### src/rtl/mem_arbiter_2p.sv
`default_nettype none
// ============================================================================
// mem_arbiter_2p : shares one single-port memory between fetch (I) and load/store (D)
// Optional: ARB_ROUND_ROBIN_EN (alternate grants on contention)  -- Revision 1.0
// ============================================================================
module mem_arbiter_2p #(
  parameter int AW     = 8,
  parameter int DW     = 16,
  parameter int RD_LAT = 1
) (
  input  logic          clk,
  input  logic          rst,
  input  logic          i_req,
  input  logic [AW-1:0] i_addr,
  output logic [DW-1:0] i_rdata,
  output logic          i_ack,
  input  logic          d_req,
  input  logic          d_we,
  input  logic [AW-1:0] d_addr,
  input  logic [DW-1:0] d_wdata,
  output logic [DW-1:0] d_rdata,
  output logic          d_ack,
  output logic [AW-1:0] mem_addr,
  output logic [DW-1:0] mem_din,
  output logic          mem_we,
  input  logic [DW-1:0] mem_dout,
  output logic          busy
);

  generate
    if (RD_LAT < 0 || RD_LAT > 3) begin : g_bad_lat
      $error("mem_arbiter_2p: RD_LAT must be 0..3");
    end
  endgenerate

  typedef enum logic [1:0] {
    IDLE   = 2'd0,
    ACCESS = 2'd1,
    WAIT   = 2'd2,
    RESP   = 2'd3
  } state_t;

  // WAIT ends after RD_LAT cycles; the counter runs 0..RD_LAT-1.
  localparam logic [1:0] WAIT_LAST = 2'((RD_LAT > 0) ? (RD_LAT - 1) : 0);

  state_t     state;
  logic       win_d;
  logic       we_q;
  logic [1:0] wait_cnt;
  logic       grant_d;

`ifdef ARB_ROUND_ROBIN_EN
  logic last_d;

  always_comb begin
    grant_d = d_req;
    if (d_req && i_req) begin
      grant_d = ~last_d;
    end
  end
`else
  always_comb begin
    grant_d = d_req;
  end
`endif

  // Gated by rst so a write caught in ACCESS never reaches the memory.
  assign mem_we = we_q & ~rst;
  assign busy   = (state != IDLE);

  always_ff @(posedge clk) begin
    if (rst) begin
      state    <= IDLE;
      win_d    <= 1'b0;
      we_q     <= 1'b0;
      wait_cnt <= 2'd0;
      i_ack    <= 1'b0;
      d_ack    <= 1'b0;
      i_rdata  <= '0;
      d_rdata  <= '0;
      mem_addr <= '0;
      mem_din  <= '0;
`ifdef ARB_ROUND_ROBIN_EN
      last_d   <= 1'b0;
`endif
    end else begin
      i_ack <= 1'b0;
      d_ack <= 1'b0;
      case (state)
        IDLE: begin
          if (i_req || d_req) begin
            win_d    <= grant_d;
            mem_addr <= grant_d ? d_addr : i_addr;
            if (grant_d) begin
              mem_din <= d_wdata;
            end
            we_q  <= grant_d & d_we;
            state <= ACCESS;
`ifdef ARB_ROUND_ROBIN_EN
            last_d <= grant_d;
`endif
          end
        end
        ACCESS: begin
          we_q     <= 1'b0;
          wait_cnt <= 2'd0;
          if (we_q) begin
            state <= RESP;
            d_ack <= win_d;
            i_ack <= ~win_d;
          end else if (RD_LAT == 0) begin
            if (win_d) d_rdata <= mem_dout;
            else       i_rdata <= mem_dout;
            state <= RESP;
            d_ack <= win_d;
            i_ack <= ~win_d;
          end else begin
            state <= WAIT;
          end
        end
        WAIT: begin
          if (wait_cnt == WAIT_LAST) begin
            if (win_d) d_rdata <= mem_dout;
            else       i_rdata <= mem_dout;
            state <= RESP;
            d_ack <= win_d;
            i_ack <= ~win_d;
          end else begin
            wait_cnt <= wait_cnt + 2'd1;
          end
        end
        RESP: begin
          state <= IDLE;
        end
        default: begin
          state <= IDLE;
        end
      endcase
    end
  end

endmodule
`default_nettype wire
### config.mk
export PLATFORM = sky130hd
export DESIGN_NAME = mem_arbiter_2p
export DESIGN_NICKNAME = d
export VERILOG_FILES = /design/src/rtl/mem_arbiter_2p.sv
export SDC_FILE = /design/constraint.sdc
export NUM_CORES = 1
export LEC_CHECK = 0
export CELL_PAD_IN_SITES_DETAIL_PLACEMENT = 1
export CELL_PAD_IN_SITES_GLOBAL_PLACEMENT = 1
export CORE_UTILIZATION = 26
export CTS_CLUSTER_DIAMETER = 50
export CTS_CLUSTER_SIZE = 20
export DETAILED_ROUTE_END_ITERATION = 10
export PLACE_DENSITY = 0.76
export SLEW_MARGIN = 30
export SYNTH_ARGS = -nofsm -noshare
export SYNTH_HDL_FRONTEND = slang
export SYNTH_SLANG_ARGS = --single-unit
### constraint.sdc
create_clock -name clk -period 1.7 [get_ports clk]
set_input_delay 0.17 -clock clk [delete_from_list [all_inputs] [get_ports clk]]
set_output_delay 0.17 -clock clk [all_outputs]
set_load 0.02 [all_outputs]
==> summary by stage, run 1 <==
Route
The average wire per cell in the routed design is 13.8 µm. Across all layers, the routed design uses 2460 vias. The total routed wirelength is 7510 µm.

The number of search-and-repair iterations in the first detailed-routing pass is 4. The detailed router finished its first iteration with 22 violations. The count of nets left with antenna violations after detail routing is 0. Dividing the detail-routed via count by the number of cells gives 4.51. For this run, design rule violations remaining after detail routing come to 0.

Floorplanning
The floorplan die area is 0.0101 mm². The floorplan has 35 rows. 113 I/O pins were placed. The core outline area is 0.00933 mm². The die is 100 µm tall. For this configuration, the core starts out at a cell density of 27.0%. The floorplan step set the die width to 100 µm.

STA
The total count of hold-check failures in the final report was 0. The shortest period the worst path allows is 1.62 ns. The highest clock rate is 619 MHz. The number of slew-limit violations in the final report is 0.

Setup repair after global routing left no endpoint under its margin. The summed negative setup slack over all endpoints is 0 ns. For the pin with the worst max-slew slack, the measured transition is 0.352 ns. Clock skew on the completed layout was measured at 0.0108 ns. Setup violations remaining at the end of the flow were counted as 0. After layout, the worst path uses 95.1% of the clock period.

Measured against its own limit, the worst slew margin works out to 76.5%.

Global routing
After global routing, the most crowded layer is met2. The overall routing resource usage is 15.5%. The via count of the first global-routing pass is 2553. The first global-routing pass estimated 12100 µm of wire. The initial antenna violation count is 0.

The met1 usage in global routing is 18.3%. Summed over all layers, the global routing overflow is 0. The met2 capacity usage during global routing is 26.4%. The global-route track usage on met3 is 4.25%. The maximum number of pins on one net before global-route repair is 35.

Yosys
The proportion of synthesized chip area in sequential cells is 50.9%. The number of nets handed over by synthesis was 356. The simple-gate area share of the yosys netlist is 21.6%. The count of synthesis-stage warnings from yosys is 0.

The mean cell area of the mapped netlist is 8.48 µm². Summing the areas of all fa, ha and maj instances in the mapped netlist gives 2.98% of the synthesized area. The synthesized design contains 0 enable-type register cells. Of the post-synthesis cell area, the dominant cell type holds 50.9%. Among all flip-flop cells after synthesis, the most frequent one is sky130_fd_sc_hd__dfxtp_1. The synthesized netlist devotes 14.8% of its cell area to compound gates. In this run, distinct cell masters in the synthesized netlist total 32. The portion of synthesized area spent on multiplexers is 4.42%.

By area, the combinational part of the netlist is dominated by simple AND/OR/NAND/NOR gates. The cell area that synthesis handed to floorplanning was 0.00252 mm². The xor and xnor area share after synthesis is 0%.

The most frequent cell after synthesis is sky130_fd_sc_hd__nand2_1. The proportion of register bits with asynchronous set or reset after synthesis is 0%. Of all cell types, the one taking the most synthesized area is sky130_fd_sc_hd__dfxtp_1. The cell count after synthesis is 297.

The synthesis-stage register bit count is 64. Sorting the synthesized cells by area gives the leading types as sky130_fd_sc_hd__dfxtp_1 (51%), sky130_fd_sc_hd__nand2_1 (14%), sky130_fd_sc_hd__a21oi_1 (10%), sky130_fd_sc_hd__mux2i_1 (4.0%), sky130_fd_sc_hd__ha_1 (3.0%). The commonest cells after synthesis are sky130_fd_sc_hd__nand2_1 (96), sky130_fd_sc_hd__dfxtp_1 (64), sky130_fd_sc_hd__a21oi_1 (51).

Place
The number of port buffers is 112. Once detailed placement completed, the half-perimeter wirelength came to 5380 µm. In this run, placement finished with an instance count of 530. At the end of routability-driven placement, the weighted congestion stood at 0.731.

Critical path
Walking the worst path, the cells encountered are inv_2 > ha_1 > nor2b_1 > nand2b_2 > a2111oi_2. The largest fanout of any net on the critical path is 7. In this run the critical register-to-register path is captured at state[0]. For the worst setup path, the data required time is 1.92 ns. The kind of critical path is reg2reg.

STA classifies the critical path startpoint as a register. The number of buffers and inverters on the critical path is 1. Counting cells, the worst reg-to-reg path comes to 5. The largest individual stage delay along the critical path comes from the cell sky130_fd_sc_hd__a2111oi_2.

The family of cells with the greatest summed delay on the critical path is simple AND/OR/NAND/NOR gates. The biggest cell delay along the critical path is 0.40 ns. Data arrives at the worst endpoint at 1.84 ns. The minimum setup slack among reg-to-reg paths is 0.08 ns. The critical path endpoint category is a register. The worst register-to-register path begins at state[0].

CTS
Counting every sink on the clock net gives 64. TritonCTS built the clock tree. The clock transition time at the flip-flop clock pins of the worst setup and hold paths is 0.07 ns.

In this run the number of H-tree levels came out at 3. The number of buffers created by CTS is 9. The maximum number of buffers from clock root to sink is 2. The number of setup buffers added after CTS is 0.

The tree is rooted in a sky130_fd_sc_hd__clkbuf_8. For the worst-skew pair, the clock arrives at the later sink with an insertion delay of 0.34 ns.

Finish
Cells fill 42.5% of the core in the end. The net count of the finished layout is 471. The count of antenna diodes in the layout is 0. The post-route netlist has 8.87% of its cells at a drive strength greater than 1.

The count of cells in the finished layout, fillers not included, comes to 546. Compared with the post-synthesis result, the final layout area differs by 57.6%.

Power and ir drop
The part of the total power dissipated in the clock network is 23.7%. The worst voltage drop across the vdd grid is 646 µV. Per report_power, the combinational group accounts for 40.2% of the total. The proportion of power drawn by flip-flops and latches is 36.1%. The switching power total is 0.00198 W. Cell internal power was estimated by the tool at 0.00345 W. The switching share of total power is 36.4%. The power per cell area is 1370 mW/mm². Summed over all cells, the static leakage comes to 1.41 nW. Summing internal, switching and leakage power gives 0.00543 W.

Hold path
The path with the worst hold slack has its endpoint at we_q. The cell depth of the worst min-delay path is 3. The worst hold path begins at rst. In this run the worst hold path is classified as in2reg.

Outcome
The flow ran to the end, and the final reports show no timing, DRC or antenna violations.

Run
The number of violations of the max-capacitance limit is 0.
[registers in the layout, summed over array words and instances, names as in the netlist]
signal and count:
wait_cnt 2, d_rdata 16, i_ack 1, mem_din 16, win_d 1, i_rdata 16, d_ack 1, we_q 1
state 2, mem_addr 8
[routing by layer]
| layer | share of wire, % | vias to the layer above |
|---|---|---|
| met3 | 5.6 | 14 |
| met5 | 0 | - |
| li1 | - | 1210 |
| met4 | 1.9 | 0 |
| met2 | 48 | 83 |
| met1 | 44 | 1153 |
[power groups by stage]
stage	Sequential (W)	Clock, W	Combinational, W
finish	0.00196	0.00129	0.00218
global route	0.00200	0.00140	0.00238
CTS	0.00195	0.00132	0.00219
detailed placement	0.00198	0	0.00217
global placement	0.00197	0	0.00210
floorplan	0.00226	0	0.000983
[layout make-up]
type,count,area [µm²]
timing repair buffer,123,1200
tap,129,161
sequential,64,1280
inverter,5,18.8
clock inverter,5,57.6
multi-input combinational,209,1120
fill,1118,5360
clock buffer,11,131
[how the worst max path moves through the flow]
stage,slack (ns),cells past startpoint,from,to
after floorplan,0.09,6,state[0],we_q
after global placement,0.09,5,d_req,mem_din[12]
after detailed placement,0.009,6,state[1],mem_din[1]
after CTS,0.02,5,state[0],state[0]
after global routing,0.002,5,state[0],state[0]
final,0.08,5,state[0],state[0]
[timing repair]
action	CTS	global route
gates resized for setup	5	5
hold buffers	0	0
setup endpoints to repair	9	5
[metrics by stage]
step | setup WS (ns) | hold slack (ns) | instance area (µm²)
after global placement | 0.0916 | 0.442 | 3760
after floorplan | 0.0884 | 0.306 | 2520
after global routing | 0.00165 | 0.311 | 3970
after detailed placement | 0.00901 | 0.447 | 3760
after CTS | 0.0203 | 0.266 | 3950
final | 0.0834 | 0.267 | 3970
[logic make-up (layout without fill, tap and decap cells)]
group,after synthesis,after routing
buf+inv,24,144
simple gates,127,127
flops,64,64
mux,11,11
compound gates,65,65
fa+ha+maj,6,6
[cell usage in the layout (no fill, tap or decap), types with 2 or more instances in the layout]
cell type / count
sky130_fd_sc_hd__clkdlybuf4s50_1: 109
sky130_fd_sc_hd__nand2_1: 96
sky130_fd_sc_hd__dfxtp_1: 63
sky130_fd_sc_hd__a21oi_1: 51
sky130_fd_sc_hd__buf_4: 11
sky130_fd_sc_hd__mux2i_1: 10
sky130_fd_sc_hd__clkbuf_8: 9
sky130_fd_sc_hd__nor2_1: 8
sky130_fd_sc_hd__a211oi_1: 8
sky130_fd_sc_hd__nand2b_1: 5
sky130_fd_sc_hd__ha_1: 5
sky130_fd_sc_hd__inv_1: 4
sky130_fd_sc_hd__nor2b_1: 4
sky130_fd_sc_hd__nand3_1: 3
sky130_fd_sc_hd__clkinvlp_4: 3
sky130_fd_sc_hd__nor3_1: 2
sky130_fd_sc_hd__a2111oi_2: 2
sky130_fd_sc_hd__o211ai_1: 2
sky130_fd_sc_hd__clkbuf_1: 2
[worst min-delay path: stages]
cell                      delay (ns)
sky130_fd_sc_hd__buf_2          0.11
sky130_fd_sc_hd__nor2b_1        0.15
sky130_fd_sc_hd__mux2_1         0.15
No activity file was read; power rests on OpenSTA's default activity.
==> run 2, diff against run 1 <==
GPL_TIMING_DRIVEN = 0   (was unset)
SLEW_MARGIN = 20   (was 30)
==> summary by stage, run 2 (same netlist as run 1, synthesis figures left out) <==
Outcome
The run finished with clean final reports.

Critical path
Across all register-to-register paths, the minimum setup slack is 0.07 ns. The kind of critical path is reg2reg. Together, buffers and inverters on the worst path number 2. The slowest stage of the critical path belongs to the cell sky130_fd_sc_hd__or3b_4. In this run the worst setup path begins at state[0]. The end of the critical path is we_q.

The critical path endpoint category is a register. The worst register-to-register path ends at we_q. The required arrival time at the worst endpoint is 1.92 ns. The family of cells with the greatest summed delay on the critical path is simple AND/OR/NAND/NOR gates.

Traced cell by cell, the critical path runs through inv_2 > ha_1 > buf_6 > or3b_4 > o21ai_2 > mux2_4. The category of the worst setup path launch point is a register. The cell count along the critical path is 6. The signal arrival time at the worst endpoint is 1.85 ns. The worst register-to-register path has a depth of 6. The largest single stage delay on the critical path is 0.40 ns.

In this run the worst path has a maximum fanout of 8. In this run the critical register-to-register path is launched from state[0].

Finish
From synthesis to final layout, the design area changed by 61.0%. Leaving out fill and tap cells, the most frequent cell in the layout is sky130_fd_sc_hd__clkdlybuf4s50_1. The largest registers in the layout are d_rdata x16, i_rdata x16, mem_din x16. The count of cells in the finished layout, fillers not included, comes to 556. The number of antenna diodes in the final layout is 0. The layout cell share with drive strength beyond 1 is 10.8%. The finished cells cover 0.00405 mm².

The fraction of the core area covered by cells at the end of the flow is 43.5%. Leaving out fill and tap cells, the most frequent cells in the layout are sky130_fd_sc_hd__clkdlybuf4s50_1 (109), sky130_fd_sc_hd__nand2_1 (96), sky130_fd_sc_hd__dfxtp_1 (62). The net count of the finished layout is 482.

STA
The final worst slack is 0.0693 ns. The worst slew margin relative to its limit is 63.9%. Hold is met by 0.145 ns. The worst path needs 1.63 ns of the cycle, external delays included. The maximum clock skew at final layout is 0.00571 ns. At the pin with the least slew margin, the transition time is 0.541 ns. The number of slew-limit violations in the final report came to 0. The total count of hold-check failures in the final report is 0. The setup-violating endpoint count in the final report is 0. The highest clock rate is 613 MHz. Setup repair after global routing left no endpoint under its margin. The fraction of the cycle the final worst path needs is 95.9%.

Route
After detailed routing, the average wire length per cell comes to 13.4 µm. After detailed routing, the number of remaining DRC violations is 0. The number of search-and-repair iterations in the first detailed-routing pass is 4. After the first detailed-routing iteration, the DRC count stood at 40. Once detail routing completed, the nets flagged for antenna violations numbered 0. The total routed wirelength is 7450 µm.

The detail-routed via count per cell is 4.39. The vias after detailed routing is 2443.

Global routing
The first-pass GRT wire length is 12200 µm. The overall overflow remaining after global route is 0. The overall routing resource usage is 15.5%. Entering global routing, the biggest net connects 11 pins. The via count of the first global-routing pass is 2651. The initial antenna violation count is 0.

Floorplanning
The core outline area is 0.00933 mm². The initialized floorplan defines 35 standard-cell rows. The floorplan die area is 0.0101 mm². The boundary pin count is 113. The horizontal die dimension is 100 µm.

The die height is 100 µm. For this configuration, the core starts out at a cell density of 27.0%.

Power and ir drop
Dividing total power by cell area gives a power density of 1390 mW/mm². The part of the total power dissipated in the clock network is 25.9%. The internal power summed over all cells is 0.00373 W. In this run switching power makes up 34.0% of total power. Per report_power, the sequential group accounts for 34.8% of the total. In this run, the combinational gates consume 39.3% of the power. The switching power total is 0.00192 W. The leakage power of the design is 1.47 nW.

The worst voltage drop across the vdd grid is 518 µV.

CTS
The maximum number of buffers from clock root to sink is 2. CTS placed an instance of sky130_fd_sc_hd__clkbuf_8 at the clock tree root. Clock-pin slew was measured on the worst setup and hold paths at 0.06 ns. TritonCTS built the clock tree. Counting every sink on the clock net gives 64. Clock latency on the worst-skew pair, taken at its later pin, is 0.33 ns.

In this run the number of H-tree levels came out at 3. The number of buffers created by CTS is 9. The count of hold-fix buffers inserted at cts is 0.

Place
The post-place instance area is 0.00379 mm². In this run, placement finished with an instance count of 537. Routability-driven placement finished with a final weighted congestion of 0.790. The number of port buffers is 111. The post-DP HPWL is 5750 µm. Prior to clock tree synthesis, the placed netlist has a worst setup slack of -0.0315 ns.

Hold path
The worst min-delay path class is in2reg.

Run
The tool flagged a number of max-cap violations equal to 0.
-- run 2: cell types whose count changed in the layout (fill, tap and decap cells not counted), sizes merged --
cell,previous run,this run
bufinv,1,2
buf,12,22
clkbuf,11,13
clkinvlp,3,0
-- run 2: layer usage --
metal / track usage (%) / routed length (µm) / vias up
met5: 0 / 0 / -
met1: 17.2 / 3270 / 1118
met2: 27.3 / 3530 / 82
met3: 5.50 / 555 / 13
met4: 5.69 / 105 / 0
li1: - / - / 1230
-- run 2: layout make-up --
cell class	instances	area, µm²
buffer	19	115
clock buffer	12	155
clock inverter	3	65.1
fill	1087	5270
inverter	5	18.8
multi-input combinational	209	1110
sequential	64	1280
tap	129	161
timing repair buffer	115	1140
-- run 2: what timing repair did --
item	4_1_cts	5_1_grt
resized for setup	5	6
endpoints found under the setup margin	4	24
buffers inserted	0	4
gates cloned	0	0
-- run 2: worst min path at each step --
| stage | to | from | slack (ns) | cells after the start |
|---|---|---|---|---|
| CTS | state[0] | rst | 0.15 | 2 |
| global placement | mem_din[2] | mem_din[2] | 0.44 | 2 |
| floorplan | d_rdata[10] | mem_dout[10] | 0.31 | 2 |
| finish | state[0] | rst | 0.15 | 2 |
| detailed placement | i_rdata[6] | i_rdata[6] | 0.45 | 2 |
| global route | state[0] | rst | 0.16 | 2 |
-- run 2: power by group through the flow --
stage	clock [W]	sequential, W	combinational, W
5_1_grt	0.00158	0.00201	0.00242
2_1_floorplan	0	0.00226	0.000983
3_3_place_gp	0	0.00198	0.00212
3_5_place_dp	0	0.00199	0.00219
6_report	0.00146	0.00197	0.00222
4_1_cts	0.00151	0.00196	0.00219
-- run 2: worst register-to-register path, delay by kind of cell, from the launching register on --
kind / cells / cell delay (ns)
AO/OA/AOI/OAI: 1 / 0.08
multiplexers: 1 / 0.31
AND/OR/NAND/NOR: 1 / 0.40
flip-flops: 1 / 0.34
buffers and inverters: 2 / 0.22
adder cells (fa/ha/maj): 1 / 0.17
-- run 2: per-stage QoR --
| stage | setup TNS [ns] | total power, W |
|---|---|---|
| 6_report | 0 | 0.00565 |
| 5_1_grt | 0 | 0.00601 |
| 4_1_cts | 0 | 0.00567 |
| 3_5_place_dp | -0.0315 | 0.00418 |
| 3_3_place_gp | 0 | 0.00410 |
| 2_1_floorplan | 0 | 0.00324 |
==> run 3, diff against run 2 <==
--- a/config.mk
+++ b/config.mk
@@ -11,3 +11,2 @@
 export CTS_CLUSTER_DIAMETER = 50
-export CTS_CLUSTER_SIZE = 20
 export DETAILED_ROUTE_END_ITERATION = 10
--- a/constraint.sdc
+++ b/constraint.sdc
@@ -3,2 +3,2 @@
 set_output_delay 0.17 -clock clk [all_outputs]
-set_load 0.02 [all_outputs]
+set_load 0.05 [all_outputs]
==> summary by stage, run 3 (same netlist as run 1, synthesis figures left out) <==
Outcome
The flow ran to the end, and the final reports show no timing, DRC or antenna violations.

Finish
Cells with a size suffix above 1 make up 10.8% of the layout. The library cell used most frequently in the layout, excluding fill and tap cells, is sky130_fd_sc_hd__nand2_1. The final cell count without fillers is 556. The largest registers in the layout are d_rdata x16, i_rdata x16, mem_din x16.

Summing all flip-flop and latch instances after layout gives 0.00128 mm². The total number of nets in the final design is 482. The library cells used most frequently in the layout, excluding fill and tap cells, are sky130_fd_sc_hd__nand2_1 (96), sky130_fd_sc_hd__clkdlybuf4s50_1 (87), sky130_fd_sc_hd__dfxtp_1 (62). The total of fill cells in the finished design is 1083. The count of antenna diodes in the layout is 0. The area growth from synthesis to layout is 63.0%. The footprint of the multi-input gates is 0.00111 mm². The fraction of the core area covered by cells at the end of the flow is 44.0%.

Critical path
For the worst setup path, the data required time is 1.53 ns. The worst setup path is of the reg2out kind. The worst setup path is launched from a register. In this run the worst path has a maximum fanout of 2. Broken down by cell family, the worst path's largest delay share belongs to buffers and inverters. The number of buffers and inverters on the critical path is 1. The signal arrival time at the worst endpoint is 1.48 ns. The critical path endpoint category is a primary output. The signal on the critical path passes through clkdlybuf4s50_1. The biggest cell delay along the critical path is 0.82 ns. The largest individual stage delay along the critical path comes from the cell sky130_fd_sc_hd__clkdlybuf4s50_1.

STA
The number of slew-limit violations in the final report is 0. In this run the tightest slew margin relative to its limit is 62.3%. Setup repair after global routing left no endpoint under its margin. The total count of hold-check failures in the final report is 0.

Timing would allow up to 606 MHz. The fraction of the cycle the final worst path needs is 97.0%. The shortest period the worst path allows is 1.65 ns. On the final layout, the worst clock skew is 0.00566 ns. Setup violations remaining at the end of the flow were counted as 0. The slew of the pin with the lowest slew margin is 0.565 ns.

Global routing
After global routing the overflow that remains totals 0. The via count of the first global-routing pass was 2653. The overall routing resource usage is 15.5%.

The initial antenna violation count is 0. The first global-routing pass estimated 12200 µm of wire. Entering global routing, the biggest net connects 11 pins.

Power and ir drop
Net switching is 40.4% of the power. The analysis attributes to net switching a power of 0.00251 W. The part of the total power dissipated in the clock network is 23.6%. The leakage power of the design is 1.83 nW. For this design the ratio of total power to cell area is 1510 mW/mm². The internal power summed over all cells is 0.00370 W. The proportion of power drawn by combinational gates is 44.8%. The worst voltage drop across the vdd grid is 706 µV. The proportion of power drawn by flip-flops and latches is 31.6%. The completed layout was analyzed and its total power is 0.00621 W.

CTS
In this run the deepest clock path goes through 2 buffers. The number of clock sinks is 64. The number of clock buffers added by TritonCTS is 9. Clock-pin slew was measured on the worst setup and hold paths at 0.07 ns. The clock reaches the later pin of the worst-skew pair after 0.33 ns. TritonCTS built the clock tree. The clock tree synthesis step divided the H-tree into 3 levels. The clock root buffer master is sky130_fd_sc_hd__clkbuf_8. The count of hold-fix buffers inserted at cts is 0.

Place
The placer congestion estimate is 0.790. After detailed placement, the design holds a cell count of 537. The wire-length estimate of the detail-placed layout is 5750 µm.

The number of port buffers is 111.

Run
Max-cap violations in this run came to 0.

Floorplanning
The count of standard-cell rows is 35. In this run the horizontal extent of the chip is 100 µm. The floorplan die area is 0.0101 mm². The core outline area is 0.00933 mm². For this design the top-level I/O count stands at 113. In this run the vertical extent of the chip is 100 µm. The initial cell density of the core is 27.0%.

Route
In the final routed layout, each cell accounts on average for 13.5 µm. The detailed router finished its first iteration with 37 violations. In the routed layout, each cell is associated on average with a via count of 4.42. For this run, the detailed router's first-pass iteration total came to 4.

The count of nets left with antenna violations after detail routing is 0. The detailed router placed 2458 vias in this run. For this run, design rule violations remaining after detail routing come to 0. Summed over all layers, the routed wires come to 7510 µm.

Hold path
The worst min-delay path class is in2reg.
==> run 3: per-stage QoR <==
step	instance area, µm²	hold WS (ns)	setup WS (ns)	setup TNS [ns]
floorplan	2520	0.306	0.0884	0
global placement	3790	0.442	-0.146	-0.146
detailed placement	3790	0.450	-0.193	-0.224
CTS	4000	0.146	0.00747	0
global route	4100	0.159	0.0000115	0
finish	4100	0.145	0.0510	0
==> run 3: final cells by class <==
type,count,share of cell area [%]
multi-input combinational,209,27.1
inverter,5,0.457
clock inverter,3,1.59
tap,129,3.93
sequential,64,31.3
clock buffer,12,3.78
buffer,19,2.80
timing repair buffer,115,29.0
==> run 3: repair_timing <==
action,in CTS,in global routing
gates resized for setup,7,29
setup endpoints to repair,4,47
setup buffers,0,4
pin swaps,0,0
==> run 3: metal layers <==
layer | track usage (%) | vias up | wire (µm)
met5 | 0 | - | 0
met4 | 5.69 | 0 | 151
met3 | 5.50 | 15 | 582
met2 | 27.3 | 86 | 3610
met1 | 17.2 | 1127 | 3170
li1 | - | 1230 | -
==> run 3: path summary, 6_finish.rpt <==
| check | startpoint | to | slack (ns) | cells past startpoint |
|---|---|---|---|---|
| max | i_rdata[14] | i_rdata[14] | 0.05 | 1 |
| max reg2reg | state[0] | we_q | 0.07 | 6 |
| min reg2reg | i_rdata[6] | i_rdata[6] | 0.46 | 2 |
| min | rst | state[0] | 0.15 | 2 |
==> run 3: power groups by stage <==
| stage | logic (W) | clock network, W | registers, W |
|---|---|---|---|
| after floorplan | 0.00103 | 0 | 0.00280 |
| after global placement | 0.00271 | 0 | 0.00198 |
| after detailed placement | 0.00277 | 0 | 0.00199 |
| after CTS | 0.00276 | 0.00151 | 0.00196 |
| after global routing | 0.00298 | 0.00158 | 0.00200 |
| final | 0.00279 | 0.00147 | 0.00196 |
